===== config.mk =====
export PLATFORM = sky130hd
export DESIGN_NAME = wb_stage
export DESIGN_NICKNAME = d
export VERILOG_FILES = /design/src/rtl/wb_pkg.sv /design/src/rtl/wb_load_watchdog.sv /design/src/rtl/wb_stage.sv
export SDC_FILE = /design/constraint.sdc
export NUM_CORES = 1
export LEC_CHECK = 0
export ABC_CLOCK_PERIOD_IN_PS = 3100
export BUFFER_PORTS_ARGS = -buffer_cell sky130_fd_sc_hd__buf_2
export CORE_MARGIN = 1.5
export CORE_UTILIZATION = 41
export CTS_BUF_LIST = sky130_fd_sc_hd__clkbuf_4 sky130_fd_sc_hd__clkbuf_8 sky130_fd_sc_hd__clkbuf_16
export DETAILED_ROUTE_END_ITERATION = 8
export GPL_TIMING_DRIVEN = 0
export PLACE_DENSITY = 0.75
export REMOVE_ABC_BUFFERS = 1
export SYNTH_ARGS = -nofsm -noshare
export SYNTH_HDL_FRONTEND = slang
export SYNTH_HIERARCHICAL = 1
export SYNTH_SLANG_ARGS = --single-unit

===== constraint.sdc =====
create_clock -name clock -period 3.1 [get_ports clock]
set_clock_uncertainty 0.1 [all_clocks]
set_input_delay 0.62 -clock clock [delete_from_list [all_inputs] [get_ports clock]]
set_output_delay 0.62 -clock clock [all_outputs]
set_load 0.005 [all_outputs]

===== src/rtl/wb_pkg.sv =====
// ----------------------------------------------------------------------------
// wb_pkg
// Shared definitions for the write-back stage:
//   - Mem_To_Reg source encodings (ALU, load, link; 2'b11 is reserved and
//     handled like ALU by the stage)
//   - write-back FSM state encoding
//   - helper that applies the register-0 write suppression
// ----------------------------------------------------------------------------
package wb_pkg;

   localparam logic [1:0] WB_SRC_ALU  = 2'b00;
   localparam logic [1:0] WB_SRC_LOAD = 2'b01;
   localparam logic [1:0] WB_SRC_LINK = 2'b10;

   typedef enum logic {
      IDLE      = 1'b0,
      WAIT_LOAD = 1'b1
   } wb_state_e;

   // Register 0 is hard-wired to zero, so a write to it never pulses the
   // register-file write enable.
   function automatic logic write_enable(input logic reg_write, input logic [4:0] dest);
      return reg_write && (dest != 5'd0);
   endfunction

endpackage


===== src/rtl/wb_load_watchdog.sv =====
// ----------------------------------------------------------------------------
// wb_load_watchdog
// Counts cycles spent waiting for load data. Only instantiated by wb_stage
// when WB_LOAD_TIMEOUT_EN is defined.
//
// Ports:
//   clock   in   rising-edge clock
//   reset   in   asynchronous active-low reset
//   clear   in   restart the count (entry into the load wait)
//   count   in   advance the count by one (a wait cycle without load data)
//   expired out  count has reached TIMEOUT-1: this is the last wait cycle
// ----------------------------------------------------------------------------
module wb_load_watchdog #(
   parameter int TIMEOUT = 16
) (
   input  logic clock,
   input  logic reset,
   input  logic clear,
   input  logic count,
   output logic expired
);

   localparam int CW = (TIMEOUT > 2) ? $clog2(TIMEOUT) : 1;
   localparam logic [CW-1:0] LAST = CW'(TIMEOUT - 1);

   logic [CW-1:0] cnt;

   always_ff @(posedge clock or negedge reset) begin
      if (!reset) begin
         cnt <= '0;
      end else if (clear) begin
         cnt <= '0;
      end else if (count) begin
         cnt <= cnt + 1'b1;
      end
   end

   assign expired = (cnt == LAST);

endmodule


===== src/rtl/wb_stage.sv =====
// ----------------------------------------------------------------------------
// wb_stage
// Write-back stage feeding the register-file write port. Accepts one retiring
// instruction per Valid_i/Ready_o handshake, selects ALU result, load data or
// link address, and issues a registered single-cycle write pulse. Loads park
// the stage in WAIT_LOAD until Load_Valid_i returns the load word.
//
// Handshake: an instruction transfers on a rising edge where Valid_i and
// Ready_o are both high. Ready_o depends only on state (high in IDLE).
// Upstream holds all inputs stable while Valid_i && !Ready_o.
//
// Optional feature: define WB_LOAD_TIMEOUT_EN to abandon a load after TIMEOUT
// wait cycles and raise the sticky Error_o flag. Without it the stage waits
// indefinitely and Error_o is tied low.
//
// Ports:
//   clock, reset        clock, asynchronous active-low reset
//   Valid_i / Ready_o   upstream handshake
//   Reg_Write_i         instruction writes a register
//   Mem_To_Reg_i        source select (00 ALU, 01 load, 10 link, 11 as ALU)
//   Dest_Register_i     destination index
//   ALU_Result_i        ALU result
//   PC_Plus_4_i         link address
//   Load_Valid_i        load data present (only observed in WAIT_LOAD)
//   Load_Data_i         load data
//   Reg_Write_o         write-enable pulse (registered)
//   Write_Register_o    write index (registered, holds between writes)
//   Write_Data_o        write data (registered, holds between writes)
//   Error_o             sticky load-timeout flag
//   debug_state         current FSM state, for observation only
// ----------------------------------------------------------------------------
module wb_stage
   import wb_pkg::*;
#(
   parameter int WIDTH   = 32,
   parameter int TIMEOUT = 16
) (
   input  logic             clock,
   input  logic             reset,
   input  logic             Valid_i,
   output logic             Ready_o,
   input  logic             Reg_Write_i,
   input  logic [1:0]       Mem_To_Reg_i,
   input  logic [4:0]       Dest_Register_i,
   input  logic [WIDTH-1:0] ALU_Result_i,
   input  logic [WIDTH-1:0] PC_Plus_4_i,
   input  logic             Load_Valid_i,
   input  logic [WIDTH-1:0] Load_Data_i,
   output logic             Reg_Write_o,
   output logic [4:0]       Write_Register_o,
   output logic [WIDTH-1:0] Write_Data_o,
   output logic             Error_o,
   output wb_state_e        debug_state
);

   if (TIMEOUT < 2) begin : g_bad_timeout
      $error("wb_stage: TIMEOUT must be at least 2");
   end

   wb_state_e        state, state_next;

   // Destination and write flag of the load being waited on.
   logic [4:0]       pend_dest;
   logic             pend_write;

   // Combinational decisions registered at the next edge.
   logic             wr_update;   // refresh Write_Register_o / Write_Data_o
   logic             wr_pulse;    // drive Reg_Write_o high next cycle
   logic [4:0]       wr_dest;
   logic [WIDTH-1:0] wr_data;
   logic             load_capture;
   logic             wait_idle;   // WAIT_LOAD cycle without load data
   logic             expired;

   assign Ready_o     = (state == IDLE);
   assign debug_state = state;
   assign wait_idle   = (state == WAIT_LOAD) && !Load_Valid_i;

   always_comb begin
      state_next   = state;
      wr_update    = 1'b0;
      wr_pulse     = 1'b0;
      wr_dest      = Dest_Register_i;
      wr_data      = ALU_Result_i;
      load_capture = 1'b0;

      case (state)
         IDLE: begin
            if (Valid_i) begin
               if (Mem_To_Reg_i == WB_SRC_LOAD) begin
                  load_capture = 1'b1;
                  state_next   = WAIT_LOAD;
               end else begin
                  wr_update = 1'b1;
                  wr_pulse  = write_enable(Reg_Write_i, Dest_Register_i);
                  wr_dest   = Dest_Register_i;
                  case (Mem_To_Reg_i)
                     WB_SRC_LINK: wr_data = PC_Plus_4_i;
                     WB_SRC_ALU:  wr_data = ALU_Result_i;
                     default:     wr_data = ALU_Result_i;
                  endcase
               end
            end
         end
         WAIT_LOAD: begin
            // Arriving data wins over a simultaneous timeout.
            if (Load_Valid_i) begin
               wr_update  = 1'b1;
               wr_pulse   = write_enable(pend_write, pend_dest);
               wr_dest    = pend_dest;
               wr_data    = Load_Data_i;
               state_next = IDLE;
            end else if (expired) begin
               state_next = IDLE;
            end
         end
         default: state_next = IDLE;
      endcase
   end

   always_ff @(posedge clock or negedge reset) begin
      if (!reset) begin
         state <= IDLE;
      end else begin
         state <= state_next;
      end
   end

   always_ff @(posedge clock or negedge reset) begin
      if (!reset) begin
         Reg_Write_o      <= 1'b0;
         Write_Register_o <= '0;
         Write_Data_o     <= '0;
         pend_dest        <= '0;
         pend_write       <= 1'b0;
      end else begin
         Reg_Write_o <= wr_pulse;
         if (wr_update) begin
            Write_Register_o <= wr_dest;
            Write_Data_o     <= wr_data;
         end
         if (load_capture) begin
            pend_dest  <= Dest_Register_i;
            pend_write <= Reg_Write_i;
         end
      end
   end

`ifdef WB_LOAD_TIMEOUT_EN
   logic error_q;

   wb_load_watchdog #(
      .TIMEOUT (TIMEOUT)
   ) u_watchdog (
      .clock   (clock),
      .reset   (reset),
      .clear   (load_capture),
      .count   (wait_idle),
      .expired (expired)
   );

   always_ff @(posedge clock or negedge reset) begin
      if (!reset) begin
         error_q <= 1'b0;
      end else if (wait_idle && expired) begin
         error_q <= 1'b1;
      end
   end

   assign Error_o = error_q;
`else
   logic unused_wait_idle;
   assign unused_wait_idle = wait_idle;
   assign expired = 1'b0;
   assign Error_o = 1'b0;
`endif

endmodule


== Yosys cells after proc, flatten, opt, wreduce, memory -nomap -nowiden ==
Index checks and enable logic that the tools add are counted.

* Register bits: 45
* Bits of input ports: 108
* Word-level logic and storage cells: 33

* Eq/ne operators: 2
* Mux-type cells: 20
* Bitwise operators: 1
* Reductions and logical operators: 4

{| class="wikitable"
|+ Operators with widths
! kind !! number
|-
| 2-to-1 mux 32 bit || 4
|-
| case mux 32 bit (2 select lines) || 1
|-
| 2-to-1 mux 1 bit || 10
|-
| case mux 5 bit (2 select lines) || 1
|-
| nonzero test 5 bit || 2
|-
| case mux 1 bit (2 select lines) || 3
|-
| 2-to-1 mux 5 bit || 1
|-
| equality test 2 x 1 -> 1 bit (second input constant) || 1
|-
| equality test 2 bit (second input constant) || 1
|-
| logical AND 1 bit || 2
|-
| NOT 1 bit || 1
|}

== Logic depth before layout (Yosys ltp) ==
* Depth in word-level cells: 5
* Depth in mapped cells: 6
* Gate-level depth less buffers: 3

== Least setup slack after synthesis ==
OpenSTA, ideal clock, no wires.

* Kind: input-to-reg
* From: input Mem_To_Reg_i[0]
* To: register pend_dest[0]
* Arrival time: 1,500 ps
* Required time: 2,875 ps
* Slack: 1,375 ps
* Cell stages on the path: 5
* Cells stage by stage: nor2b_1 > buf_2 > and3_1 > buf_2 > mux2_2

* Word-level cells in the longest chain between the ends: 4

{| class="wikitable"
|+ RTL lines
! item !! RTL line !! source
|-
| start: declaration || wb_stage.sv:43 || <nowiki>input logic [1:0] Mem_To_Reg_i,</nowiki>
|-
| equality test 2 x 1 -> 1 bit || wb_stage.sv:90 || <nowiki>if (Mem_To_Reg_i == WB_SRC_LOAD) begin</nowiki>
|-
| 2-to-1 mux 1 bit || wb_stage.sv:90 ||
|-
| 2-to-1 mux 1 bit || wb_stage.sv:89 || <nowiki>if (Valid_i) begin</nowiki>
|-
| 2-to-1 mux 1 bit || wb_stage.sv:87 || <nowiki>case (state)</nowiki>
|-
| end signal: assignment || wb_stage.sv:143 || <nowiki>pend_dest <= Dest_Register_i;</nowiki>
|-
| end: declaration || wb_stage.sv:63 || <nowiki>logic [4:0] pend_dest;</nowiki>
|}

Every way passes these cells.
A chain may end at the register's enable or synchronous reset.

== Worst setup path in the final report ==
* From: register state, in the netlist debug_state
* To: output Ready_o

* Word-level cells in the longest chain between the ends: 1

{| class="wikitable"
|+ RTL lines
! item !! RTL line !! source
|-
| start: declaration || wb_stage.sv:60 || <nowiki>wb_state_e state, state_next;</nowiki>
|-
| start signal: assignment || wb_stage.sv:125 || <nowiki>state <= state_next;</nowiki>
|-
| NOT 1 bit || - ||
|-
| end: declaration || wb_stage.sv:41 || <nowiki>output logic Ready_o,</nowiki>
|}

Every way passes these cells.

==> metrics <==
outcome completed; Post-Syn Instances between 200 and 300; CTS tree built; final wirelength 8290 um; vias post-DR ~2.7k; Yosys reg bits 45; Critical Path Source debug_state; first-pass GRT wire length roughly 13000 um; actual slew at the worst max-slew pin 1160 ps; register area share after synthesis 0.419; leading area contributor after synthesis dfrtp_1; chip width ~84 um; max_slew headroom 0.228; Peak Freq 364 MHz; Buffers on Ports between 100 and 150; share of cells above drive strength 1 0.449; largest net degree at the start of global routing 46; Fillers between 500 and 600; placed cell areas between 3000 and 4000 um^2; Critical Path End Type output port; Max clock buf depth 2; Initial Util 0.423; Finish-stage setup viols 0; gr usage total 0.231; Arr. time, crit path a little over 2000 ps; total grt overflow 0; vias in the first global route 2765; initial antenna violation count 0; Critical Path RT ~2400 ps; Final #Nets 501; Routability Congestion roughly 0.81; power density over cell area ~450 nW/um^2; drt via density between 5 and 6; row count 29; core area roughly 6300 um^2; WS Path Type flip-flop to output port; area occupied by multi-input gates 1300 um^2; Pwr Total approximately 1600 uW; Pre-antenna DRT Iters 4; Remaining DRCs 0; FF/Latch Area around 1100 um^2; hold crit path type input pin to asynchronous set/reset pin; Final Non-Filler Cells ~470; reg-to-reg startpoint debug_state; syn avg cell area 10.0 um^2; Slew Viols, Final 0; Area Overhead vs Synth 29.8%; H-tree levels 2; number of antenna diodes 0; Sink Count 45; die height roughly 84 um; Die Area between 7000 and 8000 um^2; max-cap violations 0; Reg clk slew, reported paths 80 ps; RSZ-0062 raised after global routing false; Warnings, synthesis 6; Total Negative Setup Slacks 0 ps; LEAKAGE between 0.0015 and 0.002 uW; Antenna Nets Post-Route 0; total CTS buffers 5; Detailed Route Iter0 Violations roughly 130; Root Buffer clkbuf_8; Yosys cell types 26; final hold violation count 0; share of the synthesized area in the top cell type 0.419; WHS around 370 ps; leading post-synthesis cells by cell area dfrtp_1, and4b_1, a2111oi_0; detailed-placement wirelength estimate between 5000 and 6000 um; Netlist Area Pre-Place approximately 2700 um^2; Post-Layout Inst Area about 3500 um^2; Placed Cells approximately 460; CP startpoint kind flip-flop; post-CTS setup buffers 0; wire length per cell about 18 um; Worst Path Max Fanout 34; Final period util 0.887; Peak VDD IR a little over 0.2 mV; I/O pins between 100 and 150; Final min period about 2700 ps; Clock Latency Late Sink ~300 ps
[per-layer routing]
layer  track usage  share of wire  up-vias  wire length [um]
li1              -              -     1285                 -
met3        0.0346          0.058       17               482
met5             0              0        -                 0
met1         0.276           0.43     1285              3610
met2         0.406           0.48      116              4000
met4         0.107          0.024        0               201
[where the power goes]
part / total (uW) / internal, uW / switching, uW
clock: 359 / 165 / 194
combinational: 460 / 225 / 235
sequential: 767 / 704 / 63.1
total: 1590 / 1090 / 491
[stage by stage]
step / util / setup WS (ps)
final: 0.549 / 351
after floorplan: - / -39.6
after global routing: 0.549 / 195
after detailed placement: 0.533 / -682
after CTS: 0.547 / 99.0
after global placement: 0.530 / -1740
[layout make-up]
cell class,instances,share of cell area
Inverter,35,0.0377
Clock buffer,6,0.0219
Tap cell,77,0.0276
Clock inverter,2,0.00287
Multi-Input combinational cell,158,0.372
Timing Repair Buffer,148,0.215
Sequential cell,45,0.323
[logic make-up after synthesis]
family	share of synthesized area
buffers and inverters	0.106
muxes	0.0670
AOI/OAI and AO/OA	0.210
DFF	0.419
other	0.00140
and+or+nand+nor	0.197
[critical path, stage by stage, from the launching register on]
cell      delay [ps]
dfrtp_1          440
clkinv_1         870
buf_2            420
[cells in the mapped netlist, drive strengths merged]
master	count
dfrtp	45
inv	34
a2111oi	32
a211oi	32
and4b	32
nor3	32
clkbuf	24
mux2	16
buf	7
or4	2
a21o	1
and3	1
clkinv	1
conb	1
nand2	1
nand2b	1
nand3b	1
nor2	1
nor2b	1
o2111ai	1
o21a	1
o41ai	1
[sequential cells by signal (all words and copies together) (netlist names)]
register / cells
pend_dest: 5
Write_Register_o: 5
Reg_Write_o: 1
debug_state: 1
Write_Data_o: 32
pend_write: 1
[layout by cell type (no fill, tap or decap), drive strengths merged]
cell type	count
a21o	1
nor2b	1
nor2	1
or4	2
clkbuf	6
buf	148
clkinv	3
nand2b	1
mux2	16
and4b	32
nand2	1
nor3	32
o21a	1
nand3b	2
o2111ai	1
and3	1
o41ai	1
inv	34
dfrtp	45
a2111oi	32
a211oi	32
conb	1
[path summary, 6_finish.rpt]
| kind | to | slack (ps) | cells after the start |
|---|---|---|---|
| max reg2reg | pend_dest[4] | 680 | 3 |
| max | Ready_o | 350 | 2 |
| max in group asynchronous | debug_state | 1900 | 1 |
| min in group clock | Write_Register_o[0] | 410 | 1 |
| min reg2reg | Write_Register_o[0] | 410 | 1 |
| min | Write_Data_o[19] | 370 | 1 |
[what timing repair did]
action / 4_1_cts / 5_1_grt
setup endpoints to repair: 37 / 26
gates cloned: 0 / 1
gates resized for setup: 1 / 2
hold buffers: 0 / 0
(Power assumes the default switching activity.)
